$ cat src/rtl/sp_ram_port.sv
// Single-port synchronous RAM with valid/ready request and response channels.
// Define SP_RAM_CLEAR_EN to zero-fill the array after every reset.
module sp_ram_port #(
    parameter int DATA_WIDTH   = 8,
    parameter int ADDR_WIDTH   = 8,
    parameter int BYTE_WIDTH   = 8,
    parameter int READ_LATENCY = 1
) (
    input  logic                             clk,
    input  logic                             rst_n,
    input  logic                             req_valid,
    output logic                             req_ready,
    input  logic                             req_write,
    input  logic [ADDR_WIDTH-1:0]            req_addr,
    input  logic [DATA_WIDTH-1:0]            req_wdata,
    input  logic [DATA_WIDTH/BYTE_WIDTH-1:0] req_be,
    output logic                             rsp_valid,
    input  logic                             rsp_ready,
    output logic [DATA_WIDTH-1:0]            rsp_data
);

    localparam int NB        = DATA_WIDTH / BYTE_WIDTH;
    localparam int DEPTH     = 2 ** ADDR_WIDTH;
    localparam int RSP_DEPTH = READ_LATENCY + 1;
    localparam int CW        = $clog2(RSP_DEPTH + 1);
    localparam int PW        = $clog2(RSP_DEPTH);
    localparam logic [CW-1:0] FULL_C = CW'(RSP_DEPTH);
    localparam logic [PW-1:0] LAST_P = PW'(RSP_DEPTH - 1);

    logic [DATA_WIDTH-1:0] mem [DEPTH];

    logic                  run;
    logic                  clr_we;
    logic [ADDR_WIDTH-1:0] clr_addr;
    logic                  acc;
    logic                  rd_acc;
    logic                  wr_acc;
    logic                  pop;
    logic                  push;
    logic [DATA_WIDTH-1:0] push_data;

    logic [DATA_WIDTH-1:0] fifo_q [RSP_DEPTH];
    logic [PW-1:0]         wp_q;
    logic [PW-1:0]         rp_q;
    logic [CW-1:0]         cnt_q;
    logic [CW-1:0]         cnt_d;
    logic [CW-1:0]         out_q;
    logic [CW-1:0]         out_d;

`ifdef SP_RAM_CLEAR_EN
    typedef enum logic {CLEAR, RUN} state_t;

    state_t                state_q;
    state_t                state_d;
    logic [ADDR_WIDTH-1:0] clr_q;
    logic [ADDR_WIDTH-1:0] clr_d;

    always_ff @(posedge clk or negedge rst_n) begin
        if (!rst_n) begin
            state_q <= CLEAR;
            clr_q   <= '0;
        end else begin
            state_q <= state_d;
            clr_q   <= clr_d;
        end
    end

    always_comb begin
        state_d = state_q;
        clr_d   = clr_q;
        if (state_q == CLEAR) begin
            clr_d = clr_q + ADDR_WIDTH'(1);
            if (clr_q == '1) state_d = RUN;
        end
    end

    assign run      = (state_q == RUN);
    assign clr_we   = (state_q == CLEAR);
    assign clr_addr = clr_q;
`else
    assign run      = 1'b1;
    assign clr_we   = 1'b0;
    assign clr_addr = '0;
`endif

    assign req_ready = run && (out_q < FULL_C);
    assign acc       = req_valid && req_ready;
    assign rd_acc    = acc && !req_write;
    assign wr_acc    = acc && req_write;
    assign rsp_valid = (cnt_q != '0);
    assign rsp_data  = fifo_q[rp_q];
    assign pop       = rsp_valid && rsp_ready;

    // The array itself is never reset.
    always_ff @(posedge clk) begin
        if (clr_we) begin
            mem[clr_addr] <= '0;
        end else if (wr_acc) begin
            for (int i = 0; i < NB; i++) begin
                if (req_be[i]) begin
                    mem[req_addr][i*BYTE_WIDTH +: BYTE_WIDTH] <=
                        req_wdata[i*BYTE_WIDTH +: BYTE_WIDTH];
                end
            end
        end
    end

    // The last read stage is the FIFO write itself.
    generate
        if (READ_LATENCY == 2) begin : g_lat2
            logic                  s1_v_q;
            logic [DATA_WIDTH-1:0] s1_d_q;

            always_ff @(posedge clk or negedge rst_n) begin
                if (!rst_n) begin
                    s1_v_q <= 1'b0;
                    s1_d_q <= '0;
                end else begin
                    s1_v_q <= rd_acc;
                    if (rd_acc) s1_d_q <= mem[req_addr];
                end
            end

            assign push      = s1_v_q;
            assign push_data = s1_d_q;
        end else begin : g_lat1
            assign push      = rd_acc;
            assign push_data = mem[req_addr];
        end
    endgenerate

    function automatic logic [PW-1:0] nxt(input logic [PW-1:0] p);
        return (p == LAST_P) ? '0 : p + PW'(1);
    endfunction

    always_comb begin
        cnt_d = cnt_q;
        out_d = out_q;
        if (push && !pop) cnt_d = cnt_q + CW'(1);
        if (!push && pop) cnt_d = cnt_q - CW'(1);
        if (rd_acc && !pop) out_d = out_q + CW'(1);
        if (!rd_acc && pop) out_d = out_q - CW'(1);
    end

    always_ff @(posedge clk or negedge rst_n) begin
        if (!rst_n) begin
            for (int i = 0; i < RSP_DEPTH; i++) fifo_q[i] <= '0;
            wp_q  <= '0;
            rp_q  <= '0;
            cnt_q <= '0;
            out_q <= '0;
        end else begin
            if (push) begin
                fifo_q[wp_q] <= push_data;
                wp_q         <= nxt(wp_q);
            end
            if (pop) rp_q <= nxt(rp_q);
            cnt_q <= cnt_d;
            out_q <= out_d;
        end
    end

endmodule

$ cat config.mk
export PLATFORM = sky130hd
export DESIGN_NAME = sp_ram_port
export DESIGN_NICKNAME = d
export VERILOG_FILES = /design/src/rtl/sp_ram_port.sv
export SDC_FILE = /design/constraint.sdc
export NUM_CORES = 2
export LEC_CHECK = 0
export ABC_AREA = 0
export ABC_CLOCK_PERIOD_IN_PS = 7150
export CAP_MARGIN = 0
export CORE_MARGIN = 4
export CORE_UTILIZATION = 35
export CTS_CLUSTER_DIAMETER = 150
export DETAILED_ROUTE_END_ITERATION = 10
export SKIP_CTS_REPAIR_TIMING = 1
export SYNTH_ARGS = -nofsm -noshare
export SYNTH_HDL_FRONTEND = slang
export SYNTH_SLANG_ARGS = --single-unit
export TNS_END_PERCENT = 100
$ cat constraint.sdc
create_clock -name clk -period 7.15 [get_ports clk]
set_input_delay 1.43 -clock clk [delete_from_list [all_inputs] [get_ports clk]]
set_output_delay 1.43 -clock clk [all_outputs]
set_load 0.05 [all_outputs]
# --- Yosys cells after proc, flatten, opt, wreduce, memory -nomap -nowiden ---
# Memories as Yosys holds them, arrays and structs flattened.
# Index checks and enable logic that the tools add are counted.
op_classes:
  magnitude_cmp: 4
  muxes: 15
  bitwise_logic: 2
  add_sub_neg: 6
  n_reduce_logical: 12
op_table:
  columns: ["op", "count"]
  rows:
  - ["8-bit 2-to-1 mux", 4]
  - ["16-bit bitwise mux", 1]
  - ["8-bit demux with 1-bit select", 1]
  - ["2-bit 2-to-1 mux", 4]
  - ["1-bit logical AND", 7]
  - ["1-bit 2-to-1 mux", 5]
  - ["2-bit by 1-bit adder with 2-bit output (second input constant)", 2]
  - ["2-bit greater-or-equal comparator (second input constant)", 2]
  - ["1-bit inverter with 2-bit output", 2]
  - ["2-bit nonzero test", 2]
  - ["2-bit by 1-bit subtractor with 2-bit output (second input constant)", 2]
  - ["1-bit zero test", 3]
  - ["1-bit adder (second input constant)", 2]
  - ["2-bit by 1-bit < comparator with 1-bit output (second input constant)", 1]
  - ["2-bit < comparator (second input constant)", 1]
totals:
  regBits: 22
  memories: 1
  word_cells: 46
  mem_bits_rw: 2048
memory_table:
  columns: ["memory", "depth", "width", "rd", "rd_clocked_by_memory_dff", "wr", "line_no", "rtl"]
  rows:
  - ["mem", 256, 8, 1, 0, 1, "30", "logic [DATA_WIDTH-1:0] mem [DEPTH];"]

# --- Logic depth before layout (Yosys ltp) ---
logic_depth:
  ltp_word: 6
  ltp_mapped: 12

# --- Least setup slack after synthesis ---
# No wires, ideal clock.
synth_timing:
  path_type: "input -> register"
  from: "in req_addr[5]"
  to: "mem mem[161][0], enable pin"
  t_arrival_ps: 3655
  stages: 8
  slack_ps: 3112
  setup_ps: 383
  path_buffers: 5
  cell_sequence: "clkbuf_1 buf_2 buf_2 buf_2 nor2b_1 nand2_1 clkbuf_1 nor3_1"
synth_rtl:
  columns: ["element", "line_no", "rtl"]
  rows:
  - ["start, declared", "14", "input logic [ADDR_WIDTH-1:0] req_addr,"]
  - ["end, declared", "30", null]
# No word-level cell before the write port.

# --- Worst setup path after layout ---
layout_timing:
  from: "in req_addr[5]"
  to: "reg fifo_q[6] (netlist bit)"
layout_between:
  elab_chain_cells: 2
layout_lines:
  columns: ["element", "line_no", "rtl"]
  rows:
  - ["memory read 256 x 8 bit", null, null]
  - ["16-bit bitwise mux", "154", "fifo_q[wp_q] <= push_data;"]
  - ["end signal, assigned by index", "154", null]
  - ["end, declared", "42", "logic [DATA_WIDTH-1:0] fifo_q [RSP_DEPTH];"]
# Every way passes these cells.
# A chain may end at the register's enable or synchronous reset.

==> out/results.ini <==
[status]
status = completed

[finish]
final_util = 0.399
syn2layout_area_growth_pct = 13.0
drive_above_1_share = 0.200
nets = 4051

[die]
coreArea_um2 = 228000
start_util = 0.353
die-area_um2 = 238000
die_x_um = 488
rows = 175
num_io_pins = 32
dieHeight_um = 488

[sta]
fin_worst_skew_ns = 0.0506
rsz0062_at_grt = no
finalSetupTns_ns = 0
slew_violations = 0
hold_viol = 0
setup_viol_count_final = 0
min_period_over_period = 0.648
relSlewSlack = 0.113
max_freq_mhz = 216
tightest_slew_ns = 1.32
fin_crit_ns = 4.64
fin_ws_ns = 2.51

[synth]
synthArstFlopShare = 0.0106
yosysWarnings = 0
avgSynthCellArea_um2 = 20.5
syn_nets = 3943
synthFlopType = edfxtp_1
synth_top_family_by_area = multiplexers
yosysMostFrequentCell = edfxtp_1
ys_seq_area_frac = 0.770
ys_seq_elements = 2070
yosys.area.top_type = edfxtp_1
muxShareOfSynthArea = 0.149
yosysTopAreaCellShare = 0.764
synthCells = 3920
synth_area_leaders = edfxtp_1, mux4_2, mux2i_1
synth_compound_area_frac = 0.0333
synth_common_cells = edfxtp_1, mux4_2, mux2i_1, nor2_1, a22oi_1
syn_area_um2 = 80500
synth-edff-count = 2048
ys_types = 57
synthAdderAreaFrac = 0.000155
synth-simple-area-share = 0.0297
synthXorXnorAreaFrac = 0.000761

[min_path]
hp-start = cnt_q[1]$_DFFE_PN0P_
min_path_type = reg2reg

[global_routing]
antenna_found_initial = 12
grt_pass1_wl_um = 297000
grt_use_total = 0.172
grt_pass1_vias = 39600
overflow = 0
grt_max_degree = 180

[routing]
highest_layer = met5
drc = 0
post_drt_wl_per_cell_um = 28.7
wl_met2_um = 96800
ant_nets = 0
drtIter0Drc = 4959
via_per_inst = 5.53
drt_pass1_iterations = 6
routedLengthMet1_um = 87900
wl_met3_um = 16000
wirelength_um = 207000
vias = 39800

[placement]
dp_slack_ns = 1.78
portBuffers = 31
dpl.hpwl_um = 125000
place_congestion = 0.902

[worst_setup_path]
setup.worst_path.start = req_addr[5]
crit_type = in2reg
worst_ep_arrival_time_ns = 5.38
r2r_start = out_q[1]$_DFFE_PN0P_
cp-start-kind = primary input
cp.required_ns = 7.89
cp-end-kind = flop
critPathMaxFanout = 29

[clock_network]
cts_tree = yes
cts_sinks = 2070
clock_path_buffers = 3
cts_max_level = 4
cts_root_buf = clkbuf_16
cts_buffers = 205
clk_pin_slew_worst_paths_ns = 0.06
clock_latency_ns = 0.84

[pwr]
p_leak_nw = 28.3
power_density_nw_per_um2 = 276
ir_drop_uv = 199

[run]
maxCapViolCount = 0

## layer usage
layer / vias up / track usage
met5: - / 0
met4: 6 / 0.0534
met3: 332 / 0.0330
li1: 16500 / -
met1: 21300 / 0.245
met2: 1734 / 0.267
## metrics by stage
| step | total power [W] | cells | hold slack, ns | area [µm²] |
|---|---|---|---|---|
| after global placement | 0.0147 | 6830 | 0.451 | 84400 |
| after floorplan | 0.0142 | 3920 | 0.434 | 80500 |
| after CTS | 0.0253 | 7200 | 0.466 | 91000 |
| final | 0.0251 | 7203 | 0.466 | 91000 |
| after global routing | 0.0258 | 7201 | 0.488 | 91000 |
| after detailed placement | 0.0147 | 6830 | 0.454 | 84400 |
## critical path, stage by stage
cell and delay, ns:
buf_4 0.36, buf_4 0.61, and3b_1 1.04, a21oi_1 0.15, o221ai_1 0.12, nor2_1 0.11, a211oi_1 1.03, o41ai_2 0.27
o21ai_2 0.16
## report_power, final
part           internal (W)  leakage, nW  total, W  switching (W)
Clock               0.00610         3.16    0.0106        0.00454
Sequential           0.0133         18.7    0.0133              0
Combinational      0.000367         6.41   0.00113       0.000764
Total                0.0198         28.3    0.0251        0.00530
## kinds of logic after synthesis
| logic type | count (synthesis) |
|---|---|
| mux | 697 |
| simple gates | 535 |
| buf+inv | 253 |
| fa+ha+maj | 1 |
| xor+xnor | 7 |
| flops | 2070 |
| compound gates | 357 |
## registers in the layout, indices dropped and copies added, names as in the netlist
name and count:
mem 2048, fifo_q 16, cnt_q 2, out_q 2, rp_q 1, wp_q 1
## cell usage in the layout (no fill, tap or decap), types with 7 or more instances in the layout
cell type and instances:
inv_1 13, nor3_1 19, bufinv_16 20, nand3_1 66, nand4_1 20, clkbuf_1 55
mux2_2 22, edfxtp_1 2048, clkinvlp_4 11, a221oi_1 44, a22oi_1 118, mux2i_1 281
a21oi_1 34, clkdlybuf4s50_1 18, mux4_1 12, dfrtp_1 22, clkinv_1 42, buf_12 14
o31ai_1 14, mux4_2 382, buf_8 9, nand2_1 88, a22o_1 59, clkbuf_16 210
nand2b_1 9, a31oi_1 23, clkinv_2 21, o22ai_1 32, buf_4 98, nor3b_1 7
nor2_1 271, o221ai_1 8
## final timing paths
kind | cells after the start | slack, ns | to
min | 1 | 0.47 | cnt_q[1]$_DFFE_PN0P_
min reg2reg | 1 | 0.47 | cnt_q[1]$_DFFE_PN0P_
min in group asynchronous | 2 | 0.97 | fifo_q[5]$_DFFE_PN0P_
max | 9 | 2.51 | fifo_q[6]$_DFFE_PN0P_
max in group asynchronous | 2 | 5.90 | fifo_q[11]$_DFFE_PN0P_
max reg2reg | 5 | 3.33 | mem[219][2]$_DFFE_PP_
## cell type report
class / instances / area [µm²]
Timing Repair Buffer: 141 / 1350
Fill cell: 20100 / 137000
Antenna cell: 3 / 7.51
Clock buffer: 265 / 5460
Inverter: 13 / 48.8
Sequential cell: 2070 / 62000
Clock inverter: 105 / 1130
Tap cell: 3009 / 3760
Multi-Input combinational cell: 1597 / 17200
Power figures use the tool's default switching activity.
